<file path="src/rtl/load_unit_ctrl.sv">
// Load unit controller: decodes a load, issues one aligned memory read,
// then extracts and extends the addressed lane for register writeback.
module load_unit_ctrl #(
    parameter int XLEN   = 32,
    parameter int ADDR_W = 32
) (
    input  logic                clk,
    input  logic                rst_n,
    input  logic                inst_valid,
    output logic                inst_ready,
    input  logic [31:7]         instruction_code,
    input  logic [XLEN-1:0]     rs1_data,
    output logic                mem_req_valid,
    input  logic                mem_req_ready,
    output logic [ADDR_W-1:0]   mem_addr,
    output logic [XLEN/8-1:0]   mem_byte_en,
    input  logic                mem_rsp_valid,
    input  logic [XLEN-1:0]     mem_rsp_data,
    output logic                wb_valid,
    output logic [4:0]          wb_rd,
    output logic [XLEN-1:0]     wb_data,
    output logic                illegal_exc,
    output logic                misalign_exc
);

    localparam int NB    = XLEN / 8;
    localparam int OFF_W = (XLEN == 64) ? 3 : 2;

    typedef enum logic [1:0] {
        IDLE,
        REQ,
        WAIT,
        WB
    } state_t;

    state_t r_state;
    state_t w_nextState;

    logic [ADDR_W-1:0] r_memAddr;
    logic [NB-1:0]     r_byteEn;
    logic [2:0]        r_func3;
    logic [OFF_W-1:0]  r_off;
    logic [4:0]        r_rd;
    logic              r_wbValid;
    logic [4:0]        r_wbRd;
    logic [XLEN-1:0]   r_wbData;
    logic              r_illegal;
    logic              r_misalign;

    logic [11:0]       w_imm;
    logic [2:0]        w_func3;
    logic [4:0]        w_rd;
    logic [XLEN-1:0]   w_immExt;
    logic [XLEN-1:0]   w_sum;
    logic [ADDR_W-1:0] w_ea;
    logic [OFF_W-1:0]  w_off;
    logic [ADDR_W-1:0] w_memAddr;
    logic [NB-1:0]     w_sizeMask;
    logic [NB-1:0]     w_byteEn;
    logic              w_illegal;
    logic              w_misalign;
    logic              w_accept;
    logic              w_launch;
    logic [XLEN-1:0]   w_shifted;
    logic [XLEN-1:0]   w_loadData;
    logic              w_unused;

    assign w_imm     = instruction_code[31:20];
    assign w_func3   = instruction_code[14:12];
    assign w_rd      = instruction_code[11:7];
    assign w_unused  = ^instruction_code[19:15];
    assign w_immExt  = XLEN'($signed(w_imm));
    assign w_sum     = rs1_data + w_immExt;
    assign w_ea      = ADDR_W'(w_sum);
    assign w_off     = w_ea[OFF_W-1:0];
    assign w_memAddr = {w_ea[ADDR_W-1:OFF_W], OFF_W'(0)};
    assign w_byteEn  = w_sizeMask << w_off;
    assign w_accept  = inst_valid && (r_state == IDLE);
    assign w_launch  = w_accept && !w_illegal && !w_misalign;

    // Illegal takes priority over misalignment where both apply.
    always_comb begin
        w_illegal  = 1'b0;
        w_misalign = 1'b0;
        w_sizeMask = '0;
        case (w_func3)
            3'd0, 3'd4: begin
                w_sizeMask = NB'(1);
            end
            3'd1, 3'd5: begin
                w_sizeMask = NB'(3);
                w_misalign = w_ea[0];
            end
            3'd2: begin
                w_sizeMask = NB'(4'hF);
                w_misalign = |w_ea[1:0];
            end
            3'd6: begin
                w_illegal  = (XLEN != 64);
                w_sizeMask = NB'(4'hF);
                w_misalign = |w_ea[1:0];
            end
            3'd3: begin
                w_illegal  = (XLEN != 64);
                w_sizeMask = '1;
                w_misalign = |w_ea[2:0];
            end
            default: begin
                w_illegal = 1'b1;
            end
        endcase
    end

    assign w_shifted = mem_rsp_data >> {r_off, 3'b000};

    always_comb begin
        w_loadData = w_shifted;
        case (r_func3)
            3'd0:    w_loadData = XLEN'($signed(w_shifted[7:0]));
            3'd1:    w_loadData = XLEN'($signed(w_shifted[15:0]));
            3'd2:    w_loadData = XLEN'($signed(w_shifted[31:0]));
            3'd4:    w_loadData = XLEN'(w_shifted[7:0]);
            3'd5:    w_loadData = XLEN'(w_shifted[15:0]);
            3'd6:    w_loadData = XLEN'(w_shifted[31:0]);
            default: w_loadData = w_shifted;
        endcase
    end

    always_ff @(posedge clk or negedge rst_n) begin
        if (!rst_n) begin
            r_state <= IDLE;
        end else begin
            r_state <= w_nextState;
        end
    end

    always_comb begin
        w_nextState   = r_state;
        inst_ready    = 1'b0;
        mem_req_valid = 1'b0;
        case (r_state)
            IDLE: begin
                inst_ready = 1'b1;
                if (w_launch) begin
                    w_nextState = REQ;
                end
            end
            REQ: begin
                mem_req_valid = 1'b1;
                if (mem_req_ready) begin
                    w_nextState = WAIT;
                end
            end
            WAIT: begin
                if (mem_rsp_valid) begin
                    w_nextState = WB;
                end
            end
            default: begin
                w_nextState = IDLE;
            end
        endcase
    end

    // Writes to x0 still walk through WB but leave the writeback port untouched.
    always_ff @(posedge clk or negedge rst_n) begin
        if (!rst_n) begin
            r_memAddr  <= '0;
            r_byteEn   <= '0;
            r_func3    <= '0;
            r_off      <= '0;
            r_rd       <= '0;
            r_wbValid  <= 1'b0;
            r_wbRd     <= '0;
            r_wbData   <= '0;
            r_illegal  <= 1'b0;
            r_misalign <= 1'b0;
        end else begin
            r_illegal  <= w_accept && w_illegal;
            r_misalign <= w_accept && !w_illegal && w_misalign;
            r_wbValid  <= 1'b0;
            if (w_launch) begin
                r_memAddr <= w_memAddr;
                r_byteEn  <= w_byteEn;
                r_func3   <= w_func3;
                r_off     <= w_off;
                r_rd      <= w_rd;
            end
            if ((r_state == WAIT) && mem_rsp_valid && (r_rd != 5'd0)) begin
                r_wbValid <= 1'b1;
                r_wbRd    <= r_rd;
                r_wbData  <= w_loadData;
            end
        end
    end

    assign mem_addr     = r_memAddr;
    assign mem_byte_en  = r_byteEn;
    assign wb_valid     = r_wbValid;
    assign wb_rd        = r_wbRd;
    assign wb_data      = r_wbData;
    assign illegal_exc  = r_illegal;
    assign misalign_exc = r_misalign;

endmodule
</file>
<file path="config.mk">
export PLATFORM = sky130hd
export DESIGN_NAME = load_unit_ctrl
export DESIGN_NICKNAME = d
export VERILOG_FILES = /design/src/rtl/load_unit_ctrl.sv
export SDC_FILE = /design/constraint.sdc
export NUM_CORES = 1
export LEC_CHECK = 0
export BUFFER_PORTS_ARGS = -buffer_cell sky130_fd_sc_hd__buf_2
export CORE_MARGIN = 5
export CORE_UTILIZATION = 58
export CTS_BUF_LIST = sky130_fd_sc_hd__clkbuf_4
export CTS_CLUSTER_SIZE = 16
export DETAILED_ROUTE_END_ITERATION = 12
export PLACE_DENSITY_LB_ADDON = 0.12
export SLEW_MARGIN = 5
export SYNTH_ARGS = -nofsm -noshare
export SYNTH_HDL_FRONTEND = slang
export SYNTH_SLANG_ARGS = --single-unit
</file>
<file path="constraint.sdc">
create_clock -name clk -period 5.9 [get_ports clk]
set_clock_uncertainty 0.15 [all_clocks]
set_input_delay 0.59 -clock clk [delete_from_list [all_inputs] [get_ports clk]]
set_output_delay 0.59 -clock clk [all_outputs]
set_load 0.1 [all_outputs]
</file>
# [Word level (Yosys, flattened, before mapping)]
# Index checks and enable logic that the tools add are counted.
[word_totals] rom_bits=0 output_inout_bits=78 ff_bits=86 wordCells=59 mem_bits_rw=0 latch_bits=0 memories=0
[op_classes] n_reduce_logical=20 eq_ne=14 bitwise_logic=0 n_lt_le_gt_ge=0 muxes=11 n_addsub=1 div_mod_pow=0 n_mul=0 n_shift=2
[op_table] op="32-bit one-hot mux with 4 select lines" count=1
[op_table] op="32-bit adder" count=1
[op_table] op="32-bit by 5-bit >> shifter with 32-bit output" count=1
[op_table] op="3-bit == test, second input constant" count=5
[op_table] op="4-bit one-hot mux with 3 select lines" count=1
[op_table] op="2-bit OR reduction" count=4
[op_table] op="1-bit logical AND" count=7
[op_table] op="3-bit by 1-bit == test with 1-bit output, second input constant" count=2
[op_table] op="3-bit by 2-bit == test with 1-bit output, second input constant" count=2
[op_table] op="3-bit zero test" count=2
[op_table] op="2-bit 2-to-1 mux" count=3
[op_table] op="2-bit inequality test, second input constant" count=3
[op_table] op="2-bit one-hot mux with 3 select lines" count=1
[op_table] op="3-bit OR reduction" count=2
[op_table] op="5-bit nonzero test" count=1
[op_table] op="5-bit OR reduction" count=1
[op_table] op="1-bit 2-to-1 mux" count=4
[op_table] op="4-bit by 2-bit left shift with 4-bit output" count=1
[op_table] op="1-bit one-hot mux with 3 select lines" count=1
[op_table] op="3-bit AND reduction" count=1
[op_table] op="2-bit by 1-bit == test with 1-bit output, second input constant" count=1
[op_table] op="2-bit == test, second input constant" count=1
[op_table] op="2-bit zero test" count=1
[op_table] op="1-bit zero test" count=1

# [Depth between registers and ports, before layout]
# Gate-level depths: netlist of the first run.
[logic_depth] word_depth=7 mapped_depth=12 ltp_nobuf=10

# [Worst setup path before layout of the first run]
# Ideal clock, no wire load.
[synth_path] path_kind="input-to-reg" from="in instruction_code[20] (netlist bit)" to="reg r_memAddr[26] (netlist: mem_addr[26])" setup_time_ps=69 stages=10 t_arrival_ps=2823 required_ps=5681 setup_slack_ps=2858 cell_sequence="ha_1 > inv_1 > fa_1 > or3b_1 > a21oi_1 > nor2_1 > or2_4 > buf_6 > or4_1 > nand3_1"
[synth_between] elab_chain_cells=5
[synth_lines] element="from (decl)" line_no="11" text="input logic [31:7] instruction_code,"
[synth_lines] element="32-bit adder (*)" line_no="73" text="assign w_sum = rs1_data + w_immExt;"
[synth_lines] element="3-bit OR reduction / 2-bit OR reduction (equally long branches)" line_no="106, 96, 101"
[synth_lines] element="1-bit one-hot mux with 3 select lines" line_no="86" text="case (w_func3)"
[synth_lines] element="1-bit zero test" line_no="79" text="assign w_launch = w_accept && !w_illegal && !w_misalign;"
[synth_lines] element="1-bit logical AND" line_no="79"
[synth_lines] element="to (signal assigned)" line_no="183" text="r_memAddr <= w_memAddr;"
[synth_lines] element="to (decl)" line_no="39" text="logic [ADDR_W-1:0] r_memAddr;"
# Mark *: on every way between the ends. The rest lies on a longest branch, timed or not.
# A chain may end at the register's enable or synchronous reset.

# [Worst setup path after layout of the first run]
[layout_path] from="reg r_off[0]" to="reg r_wbData[20] (netlist: wb_data[20])"
[layout_between] elab_chain_cells=2
[layout_lines] element="from (decl)" line_no="42" text="logic [OFF_W-1:0] r_off;"
[layout_lines] element="from (signal assigned)" line_no="186" text="r_off <= w_off;"
[layout_lines] element="32-bit by 5-bit >> shifter with 32-bit output" line_no="114" text="assign w_shifted = mem_rsp_data >> {r_off, 3'b000};"
[layout_lines] element="32-bit one-hot mux with 4 select lines" line_no="118" text="case (r_func3)"
[layout_lines] element="to (signal assigned)" line_no="192" text="r_wbData <= w_loadData;"
[layout_lines] element="to (decl)" line_no="46" text="logic [XLEN-1:0] r_wbData;"
# Every way passes these cells.

==> results.txt, run 1 <==
Top-count cell post-synth -> nand2_1
Synthesis-to-layout area growth -> 17.1%
# Max-Cap Violations -> 0
Tightest Hold Check Type -> input port to asynchronous set/reset pin
Register area share after synthesis -> 37.4%
Vias per std cell -> 5.82
Total Die Area -> 0.0120 sq mm
Synth Warn # -> 0
Gr ovfl total -> 0
Mapped Avg Cell Area -> 8.30 sq um
Relative slew margins -> 15.2%
Leading area contributor after synthesis -> dfrtp_1
Compound-Gate Fraction of Synth Area -> 22.3%
Mapped cell area -> 0.00575 sq mm
Worst Path Buf+Inv -> 0
Tcrit/Tclk final -> 56.6%
Slew at the pin with the worst max-slew slack -> 1.27 ns
CP Cell Sequence -> nor2b_1 -> nand2_1 -> o21ai_0 -> mux2i_1 -> o31ai_2 -> o22a_1
Synth top area share -> 37.4%
Starting DRC count in detailed routing -> 393
Vias in the first global route -> 5412
CP Class -> flip-flop to flip-flop
Final Hold Viols -> 0
Via count -> 5620
IO buf count -> 164
TNS Setup -> 0 ns
Crit-path max FO -> 29
# H-tree levels -> 3
Nets -> 958
Fill cell count -> 856
#FFs+latches synth -> 86
CP max-delay cell -> o31ai_2
Mux cell area share after synthesis -> 5.20%
Cell count after synthesis -> 693
DR WL/cell -> 16.5 um
Inserted Diodes -> 0
Initial Util -> 59.1%
Required time at the worst-slack endpoint -> 6.13 ns
Rows -> 36
Main synth FF type -> dfrtp_1
Startpoint Class -> flip-flop
Initial antenna violation count -> 0
Fin. max-slew vios -> 0
Post-CTS Hold Buffers -> 0
CTS clk-pin slew, worst paths -> 0.14 ns
Remaining DRCs -> 0
# IOs -> 172
WP data arrival -> 3.57 ns
Core ar. -> 0.00973 sq mm
# Post-CTS Setup Buffers -> 0
Number of flops mapped to enable cells by yosys -> 0
Clock Sinks -> 86
Final ANT Viol Nets -> 0
Synth area leaders -> dfrtp_1 37%, nand2_1 8.5%, ha_1 7.6%, a21oi_1 5.0%, o21ai_0 4.2%
DRT Pass-1 Iters -> 5
Achievable frequency -> 299 MHz
Status -> complete, no violations
Die Height -> 110 um
Slowest stage delay, CP -> 0.91 ns
Fraction of the mapped netlist area in adder cells -> 7.96%
Post-synth top cells -> 130 x nand2_1, 86 x dfrtp_1, 62 x nor2_1
Reg area -> 0.00215 sq mm
Die width -> 110 um
Largest family of logic cells by synthesized area -> compound AO/OA/AOI/OAI gates
Simple-gate share of the synthesized area -> 19.2%
Netlist cell types -> 58
Fin crit period -> 3.34 ns
CTS tree -> yes
Share of layout cells above drive strength 1 -> 23.3%
Ys async rst share -> 100%
XOR/XNOR Fraction of Synth Area -> 3.05%
GRT Util Overall -> 27.3%
Min Hold Slack -> 0.170 ns
Placer Congestion -> 0.920
CTS max path bufs -> 2
First-pass GRT wire length -> 26100 um
Resize count post-CTS -> 0
Root Driver -> clkbuf_4
HPWL after detailed placement -> 12100 um
Worst path top cell family by delay -> compound AO/OA/AOI/OAI gates
Multi-input combinational cell area -> 0.00333 sq mm
Critical Path End Type -> flip-flop
Largest net degree at the start of global routing -> 87
Final Routed Wirelength -> 15900 um
RSZ-0062 raised after global routing -> false
Final setup viols -> 0
Clock Latency Late Sink -> 0.44 ns
Clock buffer count from CTS -> 9
==> state kept, by name, indices dropped and copies added, names as in the netlist <==
signal,count
r_state,2
wb_rd,5
r_rd,5
wb_data,32
wb_valid,1
illegal_exc,1
mem_byte_en,4
misalign_exc,1
r_off,2
mem_addr,30
r_func3,3
==> per-layer routing <==
layer	vias up	share of wire, %	GRT usage [%]
li1	2736	-	-
met1	2634	41	35.1
met2	213	49	46.9
met3	37	6.2	3.05
met4	0	3.0	11.0
met5	-	0	0
==> stage by stage <==
stage	instances	setup slack [ns]	area, sq um	utilization (%)
after floorplan	694	2.86	5750	-
after detailed placement	950	2.32	6570	67.5
final	966	2.56	6730	69.2
after global routing	966	2.21	6730	69.2
after global placement	950	2.39	6570	67.5
after CTS	966	2.58	6730	69.2
==> worst register-to-register path, cell delays in order (launching register included) <==
cell     delay, ns
dfrtp_1       0.88
nor2b_1       0.68
nand2_1       0.11
o21ai_0       0.13
mux2i_1       0.14
o31ai_2       0.91
o22a_1        0.28
==> final cells by class <==
class	instances	share of cell area (%)
clock buffers	10	1.12
repair buffers	167	12.6
clock inverters	6	1.28
well taps	133	2.47
inverters	21	1.17
multi-input cells	543	49.4
flip-flops and latches	86	32.0
==> layout by cell type, fill, tap and decap left out, drive strengths merged, types with 14 or more instances in the layout <==
cell	Yosys	routed
o211ai	14	14
buf	15	167
nand2	130	130
mux2i	22	22
nor3	15	15
dfrtp	86	86
nor2	62	62
ha	35	35
a21oi	58	58
inv	21	21
o21ai	48	48
==> final timing paths <==
check,cells past startpoint,endpoint,slack (ns),from
hold / removal,1,r_state[1],0.17,rst_n
min in group clk,3,r_rd[2],0.18,instruction_code[9]
hold reg to reg,2,mem_addr[19],0.33,mem_addr[19]
setup reg to reg,6,wb_data[20],2.56,r_off[0]
max in group asynchronous,1,mem_addr[26],4.73,rst_n
setup / recovery,6,wb_data[20],2.56,r_off[0]
==> cell families (layout without fill, tap and decap cells) <==
| group | count (synthesis) | after routing |
|---|---|---|
| flip-flops | 86 | 86 |
| multiplexers | 29 | 29 |
| XOR/XNOR | 20 | 20 |
| AO/OA/AOI/OAI | 201 | 201 |
| other | 1 | 2 |
| AND/OR/NAND/NOR | 255 | 255 |
| buffers and inverters | 65 | 204 |
| adder cells (fa/ha/maj) | 36 | 36 |
Power of run 1 is not shown: default switching activity piles up to over one toggle a cycle in this logic, so the estimate is an artifact.
==> run 2: changes to the inputs <==
- CORE_UTILIZATION: 58 -> 54
- clock period: 5.9 -> 3.3 ns (I/O delays scaled with it)
==> run 2 against run 1 <==
Effect of this change: core utilization decreased by 2.6 points; global-route usage decreased by 2.4 points; largest cell class unchanged; worst setup slack got worse by 1.8 ns; via count increased by 1.3%; non-clock buffer count increased by 19; hold slack got worse by 0.13 ns; register-to-register slack got worse by 1.8 ns.
==> results.txt, run 2 (synthesis gave the netlist of run 1 again) <==
DR WL/cell -> 16.2 um (-1.5%)
# IOs -> 172 (unchanged)
Vias per std cell -> 5.76 (-0.94%)
Remaining DRCs -> 0 (unchanged)
CP max-delay cell -> fa_1
Final Hold Viols -> 0 (unchanged)
Clock Latency Late Sink -> 0.41 ns (-0.03 ns)
Die Height -> 113 um (+3.3%)
# H-tree levels -> 3 (unchanged)
Final ANT Viol Nets -> 0 (unchanged)
Tightest Hold Check Type -> input port to flip-flop
Relative slew margins -> 53.0% (+38 points)
# Max-Cap Violations -> 0 (unchanged)
IO buf count -> 164 (unchanged)
Nets -> 977 (+2.0%)
Rows -> 37 (+2.8%)
CP Cell Sequence -> buf_2 -> ha_1 -> inv_1 -> fa_1 -> or3b_1 -> a21oi_1 -> nor2_1 -> or2_4 -> buf_4 -> nor4b_1 -> a21oi_1 -> o311ai_0
Root Driver -> clkbuf_4
Crit-path max FO -> 39 (+34%)
Max reg flops -> 32 (unchanged)
Most frequent cells in the layout -> 163 x buf_2, 130 x nand2_1, 86 x dfrtp_1
First-pass GRT wire length -> 26500 um (+1.5%)
Share of layout cells above drive strength 1 -> 23.9% (+0.65 points)
Starting DRC count in detailed routing -> 416 (+5.9%)
Placer Congestion -> 0.931 (+1.2%)
Final setup viols -> 0 (unchanged)
CP Class -> input port to flip-flop
Total Die Area -> 0.0128 sq mm (+6.7%)
RSZ-0062 raised after global routing -> false
Startpoint Class -> input port
Finished Layout Cells -> 988 (+2.3%)
Post-CTS Hold Buffers -> 9 (+9)
Slew at the pin with the worst max-slew slack -> 0.705 ns (-0.568 ns)
Core ar. -> 0.0104 sq mm (+6.6%)
CTS max path bufs -> 2 (unchanged)
HPWL after detailed placement -> 12400 um (+2.7%)
Final Routed Wirelength -> 16000 um (+0.73%)
Clock Sinks -> 86 (unchanged)
WP data arrival -> 2.75 ns (-0.82 ns)
Top cell by count, worst path -> a21oi_1
TNS Setup -> 0 ns (unchanged)
Fin crit period -> 2.58 ns
Resize count post-CTS -> 0 (unchanged)
Inserted Diodes -> 0 (unchanged)
DRT Pass-1 Iters -> 5 (unchanged)
CTS clk-pin slew, worst paths -> 0.15 ns (about the same)
Clock buffer count from CTS -> 9 (unchanged)
Die width -> 113 um (+3.3%)
Worst-case reg-to-reg path depth -> 8 (+2)
Required time at the worst-slack endpoint -> 3.47 ns (-2.66 ns)
Initial Util -> 55.5% (-3.7 points)
Min Hold Slack -> 0.0397 ns (-0.130 ns)
Gr ovfl total -> 0 (unchanged)
GRT Util Overall -> 25.0% (-2.4 points)
Status -> complete, no violations
Fin. max-slew vios -> 0 (unchanged)
Slowest stage delay, CP -> 0.49 ns (-0.42 ns)
Initial antenna violation count -> 0 (unchanged)
# Post-CTS Setup Buffers -> 0 (unchanged)
Achievable frequency -> 388 MHz
Inst Count DP -> 963 (+1.4%)
Largest net degree at the start of global routing -> 42 (-52%)
Synthesis-to-layout area growth -> 20.0%
Tcrit/Tclk final -> 78.0%
Critical Path End Type -> flip-flop
Via count -> 5694 (+1.3%)
Commonest non-fill, non-tap cell in the layout -> buf_2
Hold Crit Depth -> 3
CTS tree -> yes
Vias in the first global route -> 5498 (+1.6%)
[run 2: cell types whose count changed in the layout (fill, tap and decap cells not counted)]
cell	change
buf_4	+10
dlygate4sd3_1	+9
[run 2: final timing paths]
check | start | to | slack (ns)
setup / recovery | instruction_code[20] | mem_addr[9] | 0.72
hold / removal | mem_rsp_data[28] | wb_data[28] | 0.04
setup reg to reg | r_off[0] | wb_data[24] | 0.76
hold reg to reg | wb_rd[0] | wb_rd[0] | 0.33
max in group asynchronous | rst_n | wb_data[11] | 2.01
min in group asynchronous | rst_n | mem_addr[4] | 0.26
[run 2: stage by stage]
stage | area [sq um] | util (%) | setup WS, ns
floorplan | 5750 | - | 0.518
global placement | 6650 | 64.1 | 0.356
detailed placement | 6650 | 64.1 | 0.288
CTS | 6900 | 66.5 | 0.767
global route | 6900 | 66.5 | 0.582
finish | 6900 | 66.5 | 0.725
[run 2: worst max-delay path, delay by kind of cell]
kind | cells | cell delay (ns)
buf+inv | 3 | 0.40
compound gates | 3 | 0.31
fa+ha+maj | 2 | 0.65
simple gates | 4 | 1.03
[run 2: area by class of cell]
cell class	count	area (sq um)
clock buffer	10	75.1
clock inverter	6	86.3
fill	949	3470
inverter	21	78.8
multi-input combinational	543	3330
sequential	86	2150
tap	136	170
timing repair buffer	186	1010
[run 2: per-layer routing]
layer	global-route usage, %	routed length, um
met5	0	0
met4	7.37	341
met3	3.80	1110
met2	42.6	7850
met1	32.8	6730
Power of run 2 is left out for the same reason.
==> run 3: changes to the inputs <==
- CORE_UTILIZATION: 54 -> 49
- clock period: 3.3 -> 2.2 ns (I/O delays scaled with it)
==> run 3 against run 2 <==
Effect of this change: the flow now finishes with violations (setup timing); routed wire length up 11%; register-to-register slack got worse by 0.68 ns; count of clock-buffer cells in the layout did not move; cell count rose by 15%; largest cell class unchanged; core utilization increased by 4.8 points; cell area grew 19%; sequential share of layout area decreased by 4.9 points; global-route usage increased by 0.33 points; critical path type unchanged; die area is 9.3% higher; first-iteration DRC count is 5.5% higher.
==> results.txt, run 3 (synthesis gave the netlist of run 1 again) <==
CP Cell Sequence -> buf_8 -> ha_4 -> inv_2 -> fa_2 -> or3b_4 -> a21oi_2 -> nor2_2 -> or2_4 -> or4b_1 -> o211ai_1
Reg2reg end -> mem_addr[31]
Failing checks -> setup timing
CP Class -> input port to flip-flop
Relative slew margins -> 53.8% (+0.78 points)
Placed cell areas -> 0.00767 sq mm (+15%)
CTS max path bufs -> 2 (unchanged)
Startpoint Class -> input port
Tightest Hold Check Type -> input port to flip-flop
RSZ-0062 raised after global routing -> true
Gr ovfl total -> 0 (unchanged)
Clock buffer count from CTS -> 9 (unchanged)
Nets -> 1116 (+14%)
PwrDens -> 1510 mW/mm^2
Inst Count DP -> 1093 (+13%)
HPWL after detailed placement -> 14300 um (+15%)
Rows -> 39 (+5.4%)
Final setup margin -> -0.0775 ns (-0.802 ns)
Clock Sinks -> 86 (unchanged)
Crit-path max FO -> 6 (-85%)
Initial Util -> 50.1% (-5.3 points)
# Max-Cap Violations -> 0 (unchanged)
Final ANT Viol Nets -> 0 (unchanged)
DRT Pass-1 Iters -> 5 (unchanged)
Worst VDD drop -> 1.82 mV
Most frequent cells in the layout -> 161 x buf_2, 133 x buf_4, 130 x nand2_1
Tcrit/Tclk final -> 104%
Reg area -> 0.00215 sq mm (unchanged)
# H-tree levels -> 3 (unchanged)
Initial antenna violation count -> 0 (unchanged)
DR WL/cell -> 15.8 um (-2.9%)
Remaining DRCs -> 0 (unchanged)
Die Height -> 118 um (+4.5%)
Total Die Area -> 0.0140 sq mm (+9.3%)
Root Driver -> clkbuf_4
Vias per std cell -> 5.44 (-5.6%)
Post-route design area -> 0.00818 sq mm (+19%)
Die width -> 118 um (+4.5%)
Fill cell count -> 919 (-3.2%)
Final Hold Viols -> 0 (unchanged)
Synthesis-to-layout area growth -> 42.3%
Achievable frequency -> 439 MHz
TNS Setup -> -0.334 ns (-0.334 ns)
Worst setup path end -> mem_addr[31]
Final setup viols -> 6 (+6)
Worst path depth -> 10 (-2)
Worst Path Buf+Inv -> 2 (-1)
# IOs -> 172 (unchanged)
Vias in the first global route -> 6350 (+15%)
Placer Congestion -> 0.901 (-3.3%)
Pre-CTS setup slack -> -0.605 ns (-0.893 ns)
Required time at the worst-slack endpoint -> 2.40 ns (-1.07 ns)
Fin crit period -> 2.28 ns
Worst path top cell family by delay -> simple AND/OR/NAND/NOR gates
Multi-input combinational cell area -> 0.00347 sq mm (+4.4%)
Slowest stage delay, CP -> 0.54 ns (+0.05 ns)
CTS clk-pin slew, worst paths -> 0.14 ns (about the same)
First-pass GRT wire length -> 29900 um (+13%)
Slew at the pin with the worst max-slew slack -> 0.690 ns (-0.0143 ns)
CP max-delay cell -> fa_2
WP data arrival -> 2.48 ns (-0.27 ns)
Min Hold Slack -> 0.0292 ns (-0.0105 ns)
Clock Latency Late Sink -> 0.41 ns (about the same)
Status -> complete, but fails checks
Worst-case reg-to-reg path depth -> 6 (-2)
Core ar. -> 0.0115 sq mm (+11%)
Final core occ -> 71.4% (+4.8 points)
Starting DRC count in detailed routing -> 439 (+5.5%)
R2R Setup Slk -> 0.08 ns (-0.68 ns)
IO buf count -> 164 (unchanged)
Fin. max-slew vios -> 0 (unchanged)
Critical Path End Type -> flip-flop
Power, Total -> 12.4 mW
Inserted Diodes -> 0 (unchanged)
Worst setup path start -> rs1_data[0]
Commonest non-fill, non-tap cell in the layout -> buf_2
Via count -> 6169 (+8.3%)
Largest net degree at the start of global routing -> 65 (+55%)
GRT Util Overall -> 25.3% (+0.33 points)
Max reg flops -> 32 (unchanged)
Final Routed Wirelength -> 17900 um (+11%)
LEAKAGE -> 4.12 nW
R2r startpoint -> r_state[0]
Finished Layout Cells -> 1134 (+15%)
Share of layout cells above drive strength 1 -> 36.0% (+12 points)
CTS tree -> yes
run 3: cell count changes in the layout (fill, tap and decap cells not counted), moves of 4 or more:
cell / previous run / this run
buf_4: 14 / 133
dlygate4sd3_1: 9 / 21
o21ai_0: 48 / 38
o21ai_1: 0 / 10
a21oi_1: 58 / 51
a21oi_2: 0 / 6
buf_12: 0 / 4
buf_6: 0 / 4
ha_1: 35 / 31
run 3: worst min-delay path by stage:
stage,depth (start not counted),end,slack [ns],startpoint
2_1_floorplan,0,illegal_exc,-0.23,rst_n
3_3_place_gp,1,wb_data[27],-0.02,rst_n
3_5_place_dp,1,wb_data[27],-0.008,rst_n
4_1_cts,4,wb_data[2],0.009,mem_rsp_data[10]
5_1_grt,3,mem_addr[10],0.008,rs1_data[10]
6_report,4,wb_data[1],0.03,mem_rsp_data[1]
run 3: area by class of cell:
| class | count | share of cell area [%] |
|---|---|---|
| timing repair buffer | 325 | 26.4 |
| tap | 143 | 2.19 |
| multi-input combinational | 543 | 42.5 |
| clock buffer | 10 | 0.917 |
| inverter | 21 | 0.963 |
| sequential | 86 | 26.3 |
| clock inverter | 6 | 0.764 |
run 3: routing by layer:
metal,track usage [%],vias up,part of all wire [%]
met5,0,-,0
met4,6.88,0,1.8
met3,4.54,28,5.3
met2,44.1,189,50
met1,32.3,2903,43
li1,-,3049,-
run 3: timing repair:
action | in CTS | in global routing
endpoints found under the setup margin | 35 | 47
setup buffers | 1 | 2
resized for setup | 12 | 23
pin swaps | 7 | 2
cloned | 1 | 0
hold endpoints to repair | 105 | 0
hold buffers | 21 | 0
run 3: worst register-to-register path, stage by stage (launching register included):
cell and delay [ns]:
dfrtp_1 0.42, inv_1 0.12, ha_2 0.27, nand2_1 0.15
or2_4 0.32, or4b_1 0.47, o211ai_1 0.16
run 3: power breakdown:
part           internal, mW  leakage (nW)  total (mW)  switching [mW]
logic                  1.93          3.00        8.66            6.74
clock network         0.356        0.0700       0.911           0.555
registers              2.31          1.06        2.80           0.485
total                  4.59          4.12        12.4            7.78
Power figures use the tool's default switching activity.
